## src/rtl/bus_pkg.sv

```systemverilog
// Shared constants and state encoding for the bus cycle sequencer.
// Holds the T-state markers, direction codes and the default parameter values.
package bus_pkg;

    localparam int unsigned WIDTH_DEF   = 32;
    localparam int unsigned TIMEOUT_DEF = 16;

    localparam logic [2:0] T_FIRST       = 3'd0;
    localparam logic [2:0] T_LAST        = 3'd7;
    localparam logic [2:0] WAIT_T_DEF    = 3'd4;
    localparam logic [2:0] CAPTURE_T_DEF = 3'd6;

    localparam logic DIR_READ  = 1'b1;
    localparam logic DIR_WRITE = 1'b0;

    typedef enum logic [1:0] {
        ST_IDLE   = 2'd0,
        ST_ACTIVE = 2'd1,
        ST_LAST   = 2'd2
    } seq_state_e;

endpackage

```

## src/rtl/bus_cycle_sequencer_if.sv

```systemverilog
// Core-request and bus-side signal bundle for the bus cycle sequencer.
// master is the sequencer's view; slave is the core/bus environment's view.
interface bus_cycle_sequencer_if
    import bus_pkg::*;
#(
    parameter int unsigned WIDTH = WIDTH_DEF
) ();

    logic             req;
    logic             we;
    logic [WIDTH-1:0] addr;
    logic [WIDTH-1:0] wdata;
    logic             busy;
    logic             ack;
    logic             err;
    logic [WIDTH-1:0] rdata;
    logic [WIDTH-1:0] ADDR;
    logic [WIDTH-1:0] DOUT;
    logic [WIDTH-1:0] DIN;
    logic             mem_rdy;
    logic             bus_hold;
    logic             busint;
    logic             dtr_;
    logic             stall_;
    logic [2:0]       t_state;

    modport master (
        input  req, we, addr, wdata, DIN, mem_rdy, bus_hold,
        output busy, ack, err, rdata, ADDR, DOUT, busint, dtr_, stall_, t_state
    );

    modport slave (
        output req, we, addr, wdata, DIN, mem_rdy, bus_hold,
        input  busy, ack, err, rdata, ADDR, DOUT, busint, dtr_, stall_, t_state
    );

endinterface

```

## src/rtl/bus_wait_timer.sv

```systemverilog
// Wait-state counter: counts enabled cycles since the last clear and flags
// the last permitted wait cycle before a timeout abort.
module bus_wait_timer #(
    parameter int unsigned TIMEOUT = 16
) (
    input  logic clk,
    input  logic rst_,
    input  logic clr,
    input  logic en,
    output logic tc_c
);

    localparam int unsigned CW = (TIMEOUT > 1) ? $clog2(TIMEOUT) : 1;

    logic [CW-1:0] count_q;

    always_ff @(posedge clk or negedge rst_) begin
        if (!rst_) begin
            count_q <= '0;
        end else if (clr) begin
            count_q <= '0;
        end else if (en) begin
            count_q <= count_q + CW'(1);
        end
    end

    assign tc_c = (count_q == CW'(TIMEOUT - 1));

endmodule

```

## src/rtl/bus_cycle_sequencer.sv

```systemverilog
// Bus cycle sequencer: turns single-beat core load/store requests into a
// T0..T7 bus cycle with wait-state insertion, hold freeze and timeout abort.
module bus_cycle_sequencer
    import bus_pkg::*;
#(
    parameter int unsigned WIDTH     = WIDTH_DEF,
    parameter logic [2:0]  WAIT_T    = WAIT_T_DEF,
    parameter logic [2:0]  CAPTURE_T = CAPTURE_T_DEF,
    parameter int unsigned TIMEOUT   = TIMEOUT_DEF
) (
    input logic                   clk,
    input logic                   rst_,
    bus_cycle_sequencer_if.master bus
);

    seq_state_e       state_q, state_d;
    logic [2:0]       t_q, t_d;
    logic             busint_q, busint_d;
    logic             busy_q, busy_d;
    logic             dtr_q, dtr_d;
    logic             stall_q, stall_d;
    logic             ack_q, ack_d;
    logic             err_q, err_d;
    logic [WIDTH-1:0] addr_q, addr_d;
    logic [WIDTH-1:0] dout_q, dout_d;
    logic [WIDTH-1:0] rdata_q, rdata_d;
    logic             tmr_clr_c, tmr_en_c, tmr_tc_c;

    bus_wait_timer #(.TIMEOUT(TIMEOUT)) u_wait_timer (
        .clk  (clk),
        .rst_ (rst_),
        .clr  (tmr_clr_c),
        .en   (tmr_en_c),
        .tc_c (tmr_tc_c)
    );

    always_ff @(posedge clk or negedge rst_) begin
        if (!rst_) begin
            state_q  <= ST_IDLE;
            t_q      <= T_FIRST;
            busint_q <= 1'b0;
            busy_q   <= 1'b0;
            dtr_q    <= DIR_READ;
            stall_q  <= 1'b1;
            ack_q    <= 1'b0;
            err_q    <= 1'b0;
            addr_q   <= '0;
            dout_q   <= '0;
            rdata_q  <= '0;
        end else begin
            state_q  <= state_d;
            t_q      <= t_d;
            busint_q <= busint_d;
            busy_q   <= busy_d;
            dtr_q    <= dtr_d;
            stall_q  <= stall_d;
            ack_q    <= ack_d;
            err_q    <= err_d;
            addr_q   <= addr_d;
            dout_q   <= dout_d;
            rdata_q  <= rdata_d;
        end
    end

    // Next-state and next-output values; priority in ACTIVE is hold, then wait, then advance.
    always_comb begin
        state_d   = state_q;
        t_d       = t_q;
        busint_d  = busint_q;
        busy_d    = busy_q;
        dtr_d     = dtr_q;
        stall_d   = 1'b1;
        ack_d     = 1'b0;
        err_d     = 1'b0;
        addr_d    = addr_q;
        dout_d    = dout_q;
        rdata_d   = rdata_q;
        tmr_clr_c = 1'b0;
        tmr_en_c  = 1'b0;

        case (state_q)
            ST_IDLE: begin
                if (bus.req && !bus.bus_hold) begin
                    state_d   = ST_ACTIVE;
                    t_d       = T_FIRST;
                    addr_d    = bus.addr;
                    dout_d    = bus.wdata;
                    dtr_d     = bus.we ? DIR_WRITE : DIR_READ;
                    busint_d  = 1'b1;
                    busy_d    = 1'b1;
                    tmr_clr_c = 1'b1;
                end
            end

            ST_ACTIVE: begin
                if (bus.bus_hold) begin
                    stall_d = 1'b0;
                end else if ((t_q == WAIT_T) && !bus.mem_rdy) begin
                    if (tmr_tc_c) begin
                        // Timeout skips the capture T-state, so rdata is left untouched.
                        state_d = ST_LAST;
                        t_d     = T_LAST;
                        ack_d   = 1'b1;
                        err_d   = 1'b1;
                    end else begin
                        tmr_en_c = 1'b1;
                    end
                end else begin
                    if ((t_q == CAPTURE_T) && (dtr_q == DIR_READ)) begin
                        rdata_d = bus.DIN;
                    end
                    if (t_q == (T_LAST - 3'd1)) begin
                        state_d = ST_LAST;
                        ack_d   = 1'b1;
                    end
                    t_d = 3'(t_q + 3'd1);
                end
            end

            ST_LAST: begin
                state_d  = ST_IDLE;
                t_d      = T_FIRST;
                busint_d = 1'b0;
                busy_d   = 1'b0;
                dtr_d    = DIR_READ;
            end

            default: begin
                state_d = ST_IDLE;
                t_d     = T_FIRST;
            end
        endcase
    end

    assign bus.t_state = t_q;
    assign bus.busint  = busint_q;
    assign bus.busy    = busy_q;
    assign bus.dtr_    = dtr_q;
    assign bus.stall_  = stall_q;
    assign bus.ack     = ack_q;
    assign bus.err     = err_q;
    assign bus.ADDR    = addr_q;
    assign bus.DOUT    = dout_q;
    assign bus.rdata   = rdata_q;

endmodule

```

## src/flat_wrapper.sv

```systemverilog
// flat-port wrapper written by rule: the top's interface ports become plain ports
module bus_cycle_sequencer_flat import bus_pkg::*;
#(
    parameter int unsigned WIDTH     = WIDTH_DEF,
    parameter logic [2:0]  WAIT_T    = WAIT_T_DEF,
    parameter logic [2:0]  CAPTURE_T = CAPTURE_T_DEF,
    parameter int unsigned TIMEOUT   = TIMEOUT_DEF
)
  (clk, rst_, bus_req, bus_we, bus_addr, bus_wdata, bus_DIN, bus_mem_rdy, bus_bus_hold, bus_busy, bus_ack, bus_err, bus_rdata, bus_ADDR, bus_DOUT, bus_busint, bus_dtr_, bus_stall_, bus_t_state);
  bus_cycle_sequencer_if #(.WIDTH(WIDTH)) bus_i ();
  input logic clk;
  input logic rst_;
  input wire logic [$bits(bus_i.req)-1:0] bus_req;
  input wire logic [$bits(bus_i.we)-1:0] bus_we;
  input wire logic [$bits(bus_i.addr)-1:0] bus_addr;
  input wire logic [$bits(bus_i.wdata)-1:0] bus_wdata;
  input wire logic [$bits(bus_i.DIN)-1:0] bus_DIN;
  input wire logic [$bits(bus_i.mem_rdy)-1:0] bus_mem_rdy;
  input wire logic [$bits(bus_i.bus_hold)-1:0] bus_bus_hold;
  output wire logic [$bits(bus_i.busy)-1:0] bus_busy;
  output wire logic [$bits(bus_i.ack)-1:0] bus_ack;
  output wire logic [$bits(bus_i.err)-1:0] bus_err;
  output wire logic [$bits(bus_i.rdata)-1:0] bus_rdata;
  output wire logic [$bits(bus_i.ADDR)-1:0] bus_ADDR;
  output wire logic [$bits(bus_i.DOUT)-1:0] bus_DOUT;
  output wire logic [$bits(bus_i.busint)-1:0] bus_busint;
  output wire logic [$bits(bus_i.dtr_)-1:0] bus_dtr_;
  output wire logic [$bits(bus_i.stall_)-1:0] bus_stall_;
  output wire logic [$bits(bus_i.t_state)-1:0] bus_t_state;
  assign bus_i.req = bus_req;
  assign bus_i.we = bus_we;
  assign bus_i.addr = bus_addr;
  assign bus_i.wdata = bus_wdata;
  assign bus_i.DIN = bus_DIN;
  assign bus_i.mem_rdy = bus_mem_rdy;
  assign bus_i.bus_hold = bus_bus_hold;
  assign bus_busy = bus_i.busy;
  assign bus_ack = bus_i.ack;
  assign bus_err = bus_i.err;
  assign bus_rdata = bus_i.rdata;
  assign bus_ADDR = bus_i.ADDR;
  assign bus_DOUT = bus_i.DOUT;
  assign bus_busint = bus_i.busint;
  assign bus_dtr_ = bus_i.dtr_;
  assign bus_stall_ = bus_i.stall_;
  assign bus_t_state = bus_i.t_state;
  bus_cycle_sequencer #(.WIDTH(WIDTH), .WAIT_T(WAIT_T), .CAPTURE_T(CAPTURE_T), .TIMEOUT(TIMEOUT)) u_core (.clk(clk), .rst_(rst_), .bus(bus_i));
endmodule
```

## config.mk

```make
export PLATFORM = sky130hd
export DESIGN_NAME = bus_cycle_sequencer_flat
export DESIGN_NICKNAME = d
export VERILOG_FILES = /design/src/rtl/bus_pkg.sv /design/src/rtl/bus_cycle_sequencer_if.sv /design/src/rtl/bus_wait_timer.sv /design/src/rtl/bus_cycle_sequencer.sv /design/src/flat_wrapper.sv
export SDC_FILE = /design/constraint.sdc
export NUM_CORES = 1
export LEC_CHECK = 0
export ABC_AREA = 1
export BUFFER_PORTS_ARGS = -buffer_cell sky130_fd_sc_hd__buf_2
export CAP_MARGIN = 20
export CELL_PAD_IN_SITES_DETAIL_PLACEMENT = 0
export CELL_PAD_IN_SITES_GLOBAL_PLACEMENT = 1
export CORE_UTILIZATION = 36
export CTS_CLUSTER_SIZE = 8
export DETAILED_ROUTE_END_ITERATION = 12
export GPL_TIMING_DRIVEN = 0
export PLACE_DENSITY_LB_ADDON = 0.1
export SYNTH_ARGS = -nofsm -noshare
export SYNTH_HDL_FRONTEND = slang
export SYNTH_HIERARCHICAL = 1
export SYNTH_SLANG_ARGS = --single-unit
```

## constraint.sdc

```tcl
create_clock -name clk -period 2.5 [get_ports clk]
set_input_delay 0.75 -clock clk [delete_from_list [all_inputs] [get_ports clk]]
set_output_delay 0.75 -clock clk [all_outputs]
set_load 0.005 [all_outputs]
```

==> results of run 1 <==
## synthesized netlist by cell type
master	count	area, um2
a211oi_1	1	7.51
ha_1	4	50.1
nor2_2	1	6.26
or2_2	1	6.26
a21oi_1	4	20.0
inv_1	44	165
o21a_1	2	15.0
nand3_4	1	17.5
nand3_1	7	35.0
buf_6	6	67.6
clkbuf_1	4	15.0
o211ai_1	1	7.51
nor3_1	2	10.0
buf_2	4	20.0
nor2_4	4	45.0
dfstp_2	2	52.6
buf_4	7	52.6
dfrtp_1	108	2700
nand3_2	1	10.0
inv_2	2	7.51
o21ai_0	3	15.0
nor2_1	4	15.0
nand2_2	1	6.26
nand2_1	249	935
o21ai_2	32	280
## where the power goes
part           switching [mW]  leakage [nW]  internal [mW]
Sequential              0.338          1.42           2.38
Clock                   0.627         0.163          0.930
Combinational           0.914          2.07          0.803
## state kept, by name, indices dropped and copies added, names as in the netlist, 2 cells and up
signal                       cells
u_core/bus.ADDR                 32
u_core/bus.DOUT                 32
u_core/bus.rdata                32
u_core/bus.t_state               3
u_core/state_q                   2
u_core/u_wait_timer/count_q      4
## critical path, delay by kind of cell, from the launching register on
kind / cells / cell delay, ns
flip-flops: 1 / 0.41
buffers and inverters: 1 / 0.11
AND/OR/NAND/NOR: 7 / 1.20
adder cells (fa/ha/maj): 1 / 0.18
## final timing paths
kind	depth (start not counted)	to	start	slack (ns)
setup / recovery	9	u_core/u_wait_timer/count_q[3]	u_core/bus.t_state[0]	0.51
hold / removal	1	u_core/bus.t_state[2]	rst_	0.29
setup reg to reg	9	u_core/u_wait_timer/count_q[3]	u_core/bus.t_state[0]	0.51
hold reg to reg	2	u_core/bus.rdata[24]	u_core/bus.rdata[24]	0.48
max in group asynchronous	2	u_core/bus.dtr_	rst_	1.52
min in group clk	2	u_core/bus.rdata[24]	u_core/bus.rdata[24]	0.48
## layout make-up
class                   count  area [um2]
repair buffers            207        1060
fillers                  1242        6000
well taps                 168         210
multi-input cells         318        1480
plain buffers              21         155
inverters                  46         173
flip-flops and latches    110        2760
clock inverters             4        70.1
clock buffers              12         256
## cell families (layout without fill, tap and decap cells)
kind of cell | count (synthesis) | after routing | share of synthesized area
adder cells (fa/ha/maj) | 4 | 4 | 0.0110
buffers and inverters | 67 | 290 | 0.0718
AO/OA/AOI/OAI | 43 | 43 | 0.0757
flip-flops | 110 | 110 | 0.604
AND/OR/NAND/NOR | 271 | 271 | 0.238
## routing by layer
| metal | wire (um) | vias to the layer above |
|---|---|---|
| met5 | 0 | - |
| met4 | 211 | 0 |
| met3 | 822 | 14 |
| met2 | 5390 | 116 |
| met1 | 4860 | 1758 |
| li1 | - | 1923 |
==> impl_metrics.yaml, run 1 <==
clock_network:
  cts_tree: "built"
  insertion_delay_ns: 0.35
  cts_setup_buffers: 0
  ctsHoldBuffers: 0
  cts_buffers: 9
  cts_sinks: 110
  cts_resized: 0
  htree_levels: 3
  cts_buffer_depth: 2
  cts.root.buffer_cell: "clkbuf_16"
  path_clk_slew_ns: 0.07
global_route:
  grt-ovfl-total: 0
  grt-busiest-layer: "met2"
  grt_first_pass_wirelength_um: 18500
  grt_pass1_vias: 3778
  grt_util_met3: 0.0535
  grt_max_degree: 77
  grt_antenna_before_repair: 0
  use_met2: 0.291
  use_met1: 0.231
  grt_usage: 0.183
sta:
  holdWs_ns: 0.289
  worstMarginPinSlew_ns: 0.657
  max_clock_freq_mhz: 502
  finalWorstSetupSlack_ns: 0.510
  period_share: 0.796
  period_needed_ns: 1.99
  setup_violations: 0
  tns_ns: 0
  relSlewSlack: 0.559
  finClkSkew_ns: 0.00441
  grt_setup_unrepaired: "false"
  slew_viol_final: 0
  hold_viol: 0
synthesis:
  syn_inst: 495
  synth.net_count: 601
  synth_cell_types: 25
  synth_area_um2: 4560
  yosysWarnings: 6
  synth_seq_area_share: 0.604
  ys_ff_latch: 110
  post_synth.cell_area_avg_um2: 9.22
floorplanning:
  ioPinCount: 207
  coreArea_um2: 12200
  die_w_um: 115
  row_count: 40
  dieHeight_um: 115
  start_util: 0.375
  dieArea_um2: 13100
final_layout:
  final_cell_area_um2: 6170
  diodes: 0
  fin_cells: 886
  area_growth_pct: 35.1
  final_common_cell: "nand2_1"
  fin_util: 0.507
  finalNetCount: 819
  drive_gt1_frac: 0.396
  layout.cells.most_common_list: "249 x nand2_1, 209 x buf_2, 108 x dfrtp_1, 44 x inv_1, 32 x o21ai_2"
place:
  placed_area_um2: 5840
  dp_hpwl_um: 8440
  dp_slack_ns: 0.282
  placed_cells_incl_taps: 870
  place_congestion: 0.725
  io_buffers: 206
detailed_routing:
  dr.first_iter.drc_count: 145
  via_count: 3811
  drtAntennaViolNets: 0
  wl_per_cell_um: 12.7
  avgViaCountPerCell: 4.30
  route.detailed.drc: 0
  wirelength_um: 11300
  drtPass1Iterations: 4
pwr:
  powerDensity_nw_per_um2: 972
  p_leak_nw: 3.65
  ir_drop_mv: 0.404
  power.total_mw: 6.00
worst_setup_path:
  crit_required_ns: 2.74
  cp_cell_sequence: "inv_1, ha_1, nand3_1, nor3_1, nor2_2, nor2_4, nand3_1, nand2_1, nor2_1"
  cp-end-kind: "flip-flop"
  path_common_cell: "nand3_1"
  critical_path.max_fanout: 5
  cp_slowest_cell: "nor3_1"
  cp-start-kind: "flip-flop"
  critPathKind: "reg2reg"
  slowest_delay_ns: 0.60
  worstPathArrival_ns: 2.23
run:
  cap_violations: 0
min_path:
  hold_class: "in2async"
outcome:
  status: "finished, final reports clean"
No activity file was read; power rests on OpenSTA's default activity.
==> run 2, diff against run 1 <==
CORE_UTILIZATION = 34   (was 36)
clock period = 2.1 ns   (was 2.5 ns; I/O delays follow)
==> run 2 against run 1 <==
  * First-iteration DRC count up 36%
  * Wire length increased by 1.7%
  * Via count grew 0.45%
  * Critical endpoint unchanged
  * Register-to-register slack got worse by 0.13 ns
  * Critical path type unchanged
  * Maximum frequency is 16% higher
  * Clock skew rose by 0.0018 ns
  * Largest cell class unchanged
==> impl_metrics.yaml, run 2 (synthesized netlist as in run 1, its figures left out) <==
outcome:
  status: "finished, final reports clean"
floorplanning:
  row_count: 41
  die_w_um: 118
  ioPinCount: 207
  start_util: 0.354
  coreArea_um2: 12900
  dieArea_um2: 13900
  dieHeight_um: 118
final_layout:
  fin_cells: 888
  fill_cells: 1324
  layout.cells.most_common_list: "249 x nand2_1, 209 x buf_2, 108 x dfrtp_1, 44 x inv_1, 32 x o21ai_2"
  drive_gt1_frac: 0.394
  finalNetCount: 819
  diodes: 0
  final_common_cell: "nand2_1"
  area_growth_pct: 33.8
clock_network:
  cts_buffers: 9
  path_clk_slew_ns: 0.07
  cts_sinks: 110
  cts_tree: "built"
  cts_buffer_depth: 2
  insertion_delay_ns: 0.35
  cts.root.buffer_cell: "clkbuf_16"
  cts_setup_buffers: 0
  cts_resized: 0
  htree_levels: 3
  ctsHoldBuffers: 0
sta:
  hold_viol: 0
  setup_violations: 0
  finClkSkew_ns: 0.00617
  grt_setup_unrepaired: "false"
  period_needed_ns: 1.72
  slew_viol_final: 0
  period_share: 0.819
  relSlewSlack: 0.686
  worstMarginPinSlew_ns: 0.470
  holdWs_ns: 0.179
  max_clock_freq_mhz: 581
global_route:
  grt_max_degree: 71
  grt_antenna_before_repair: 0
  grt_usage: 0.177
  grt_pass1_vias: 3867
  grt-ovfl-total: 0
  grt_first_pass_wirelength_um: 19000
worst_setup_path:
  crit_family: "simple AND/OR/NAND/NOR gates"
  crit_required_ns: 2.34
  cp-start-kind: "flip-flop"
  reg2reg_slack_ns: 0.38
  path_common_cell: "nand3_1"
  critPathKind: "reg2reg"
  timing.rr.end: "u_core/u_wait_timer/count_q[3]"
  r2r-start: "u_core/bus.t_state[0]"
  critPathBufInv: 1
  worstPathArrival_ns: 1.96
  cp-end-kind: "flip-flop"
  reg2regPathDepth: 9
  slowest_delay_ns: 0.41
  cp_cell_sequence: "inv_1, ha_1, nand3_1, nor3_2, nor2_2, nor2_4, nand3_1, nand2_1, nor2_1"
  cp_slowest_cell: "dfrtp_1"
  critical_path.max_fanout: 5
detailed_routing:
  avgViaCountPerCell: 4.31
  drtPass1Iterations: 4
  wl_per_cell_um: 12.9
  route.detailed.drc: 0
  dr.first_iter.drc_count: 197
  wirelength_um: 11500
  drtAntennaViolNets: 0
  via_count: 3828
pwr:
  power.total_mw: 6.82
  powerDensity_nw_per_um2: 1120
  p_leak_nw: 3.62
  ir_drop_mv: 0.711
place:
  place_congestion: 0.764
  placed_cells_incl_taps: 874
  io_buffers: 206
  dp_hpwl_um: 8500
min_path:
  hold_class: "in2async"
run:
  cap_violations: 0
## run 2: how the worst max path moves through the flow
| stage | from | endpoint | slack, ns | depth (start not counted) |
|---|---|---|---|---|
| 4_1_cts | u_core/bus.t_state[0] | u_core/u_wait_timer/count_q[3] | 0.18 | 9 |
| 3_3_place_gp | rst_ | u_core/bus.ADDR[23] | -0.99 | 1 |
| 3_5_place_dp | bus_mem_rdy | u_core/u_wait_timer/count_q[3] | 0.07 | 9 |
| 6_report | u_core/bus.t_state[0] | u_core/u_wait_timer/count_q[3] | 0.38 | 9 |
| 2_1_floorplan | u_core/bus.t_state[0] | u_core/u_wait_timer/count_q[3] | 0.45 | 9 |
| 5_1_grt | u_core/bus.t_state[0] | u_core/u_wait_timer/count_q[3] | 0.20 | 9 |
## run 2: routing by layer
metal / track usage / share of wire / vias to the layer above
li1: - / - / 1931
met1: 0.202 / 0.41 / 1765
met2: 0.300 / 0.49 / 120
met3: 0.0780 / 0.084 / 12
met4: 0.0497 / 0.013 / 0
met5: 0 / 0 / -
## run 2: report_power, final
part | total (mW) | leakage [nW] | switching (mW) | internal, mW
combinational | 2.05 | 2.07 | 1.10 | 0.957
clock | 1.54 | 0.128 | 0.724 | 0.821
sequential | 3.22 | 1.42 | 0.385 | 2.84
total | 6.82 | 3.62 | 2.21 | 4.62
## run 2: per-stage QoR
step                      utilization  setup WS, ns  TNS (ns)  area (um2)
after detailed placement        0.454        0.0691         0        5840
after global routing            0.474         0.202         0        6110
after CTS                       0.474         0.178         0        6100
after floorplan                     -         0.452         0        4560
after global placement          0.451        -0.990   -107.01        5810
final                           0.474         0.380         0        6110
## run 2: area by class of cell
class	instances	area, um2	share of cell area
buffer	21	155	0.0254
clock buffer	12	246	0.0404
multi-input combinational	318	1490	0.243
timing repair buffer	207	1060	0.174
inverter	46	173	0.0283
clock inverter	2	10.0	0.00164
sequential	110	2760	0.451
tap	172	215	0.0352
==> run 3, diff against run 2 <==
clock period = 1.8 ns   (was 2.1 ns; I/O delays follow)
==> run 3 against run 2 <==
  * Via count is essentially flat
  * Die area stayed put
  * Final area rose by 0.16%
  * Core utilization is 0.078 points higher
  * Critical endpoint unchanged
  * Largest power group unchanged
==> impl_metrics.yaml, run 3 (synthesized netlist as in run 1, its figures left out) <==
final_layout:
  drive_gt1_frac: 0.395
  area_growth_pct: 34.0
  layout.cells.most_common_list: "249 x nand2_1, 209 x buf_2, 108 x dfrtp_1, 44 x inv_1, 32 x o21ai_2"
  diodes: 0
  final_common_cell: "nand2_1"
  finalNetCount: 819
floorplanning:
  coreArea_um2: 12900
  die_w_um: 118
  ioPinCount: 207
  start_util: 0.354
  dieHeight_um: 118
  row_count: 41
  dieArea_um2: 13900
clock_network:
  cts_sinks: 110
  htree_levels: 3
  path_clk_slew_ns: 0.07
  insertion_delay_ns: 0.35
  cts.root.buffer_cell: "clkbuf_16"
  cts_buffers: 9
  cts_tree: "built"
  cts_setup_buffers: 0
  ctsHoldBuffers: 0
  cts_buffer_depth: 2
global_route:
  grt_pass1_vias: 3873
  use_met1: 0.202
  grt-ovfl-total: 0
  grt_first_pass_wirelength_um: 19100
  grt-busiest-layer: "met2"
  grt_usage: 0.178
  use_met2: 0.301
  grt_max_degree: 71
  grt_util_met3: 0.0780
  grt_antenna_before_repair: 0
pwr:
  p_int_mw: 5.39
  pwr-share-clk: 0.226
  swShare: 0.324
  power_frac_comb: 0.302
  powerDensity_nw_per_um2: 1300
  p_leak_nw: 3.62
  switching_power_mw: 2.58
  ir_drop_mv: 0.830
  p_seq_frac: 0.472
place:
  io_buffers: 206
  place_congestion: 0.764
  dp_hpwl_um: 8500
outcome:
  status: "finished, final reports clean"
worst_setup_path:
  critical_path.max_fanout: 5
  crit_family: "simple AND/OR/NAND/NOR gates"
  reg2regPathDepth: 9
  r2r-start: "u_core/bus.t_state[0]"
  cp-start-kind: "flip-flop"
  timing.rr.end: "u_core/u_wait_timer/count_q[3]"
  critPathBufInv: 1
  reg2reg_slack_ns: 0.13
  path_common_cell: "nand3_1"
  worstPathArrival_ns: 1.91
  cp-end-kind: "flip-flop"
  crit_required_ns: 2.05
  cp_cell_sequence: "inv_1, ha_1, nand3_1, nor3_4, nor2_2, nor2_4, nand3_1, nand2_1, nor2_1"
  critPathKind: "reg2reg"
  cp_slowest_cell: "dfrtp_1"
  slowest_delay_ns: 0.41
sta:
  setup_violations: 0
  holdWs_ns: 0.0897
  worstMarginPinSlew_ns: 0.470
  tns_ns: 0
  relSlewSlack: 0.686
  slew_viol_final: 0
  hold_viol: 0
  max_clock_freq_mhz: 599
  finClkSkew_ns: 0.00611
  period_share: 0.927
  period_needed_ns: 1.67
  grt_setup_unrepaired: "true"
detailed_routing:
  drtAntennaViolNets: 0
  dr.first_iter.drc_count: 166
  wirelength_um: 11500
  via_count: 3829
  wl_per_cell_um: 12.9
  route.detailed.drc: 0
  drtPass1Iterations: 4
  avgViaCountPerCell: 4.31
min_path:
  hold_class: "in2async"
run:
  cap_violations: 0
==> run 3: what timing repair did <==
| action | CTS | global route |
|---|---|---|
| setup endpoints to repair | 3 | 1 |
| gates resized for setup | 1 | 2 |
| pin swaps | 0 | 0 |
==> run 3: final cells by class <==
class                      count  area, um2
multi-input combinational    318       1500
buffer                        21        155
clock inverter                 2       10.0
tap                          172        215
clock buffer                  12        246
inverter                      46        173
fill                        1327       6760
timing repair buffer         207       1060
sequential                   110       2760
==> run 3: stage by stage <==
step | utilization | instances | total power, mW | area, um2 | setup WS [ns]
global placement | 0.451 | 873 | 6.20 | 5810 | -1.20
global route | 0.475 | 888 | 8.60 | 6120 | -0.0302
floorplan | - | 495 | 4.93 | 4560 | 0.152
finish | 0.475 | 888 | 7.97 | 6120 | 0.131
CTS | 0.474 | 888 | 8.13 | 6110 | 0.0635
detailed placement | 0.454 | 874 | 6.25 | 5840 | -0.141
==> run 3: worst reg2reg max path: cells and delay by family, from the launching register on <==
family | cells | cell delay [ns]
simple gates | 7 | 0.88
flops | 1 | 0.41
fa+ha+maj | 1 | 0.17
buf+inv | 1 | 0.10
==> run 3: per-layer routing <==
layer	up-vias	wire (um)	share of wire
li1	1930	-	-
met5	-	0	0
met1	1769	4710	0.41
met4	0	153	0.013
met2	118	5630	0.49
met3	12	980	0.085
==> run 3: worst max-delay path by stage <==
| stage | slack (ns) | depth (start not counted) | end | start |
|---|---|---|---|---|
| after floorplan | 0.15 | 9 | u_core/u_wait_timer/count_q[3] | u_core/bus.t_state[0] |
| final | 0.13 | 9 | u_core/u_wait_timer/count_q[3] | u_core/bus.t_state[0] |
| after detailed placement | -0.14 | 9 | u_core/u_wait_timer/count_q[3] | bus_mem_rdy |
| after global placement | -1.20 | 1 | u_core/bus.ADDR[23] | rst_ |
| after CTS | 0.06 | 9 | u_core/u_wait_timer/count_q[3] | u_core/bus.t_state[0] |
| after global routing | -0.03 | 9 | u_core/u_wait_timer/count_q[3] | u_core/state_q[1] |
==> run 3: power by group through the flow <==
stage	combinational, mW	clock, mW	sequential (mW)
after CTS	2.46	1.90	3.77
after detailed placement	2.46	0	3.79
after global placement	2.42	0	3.77
after global routing	2.74	1.98	3.87
after floorplan	1.05	0	3.87
final	2.40	1.80	3.76
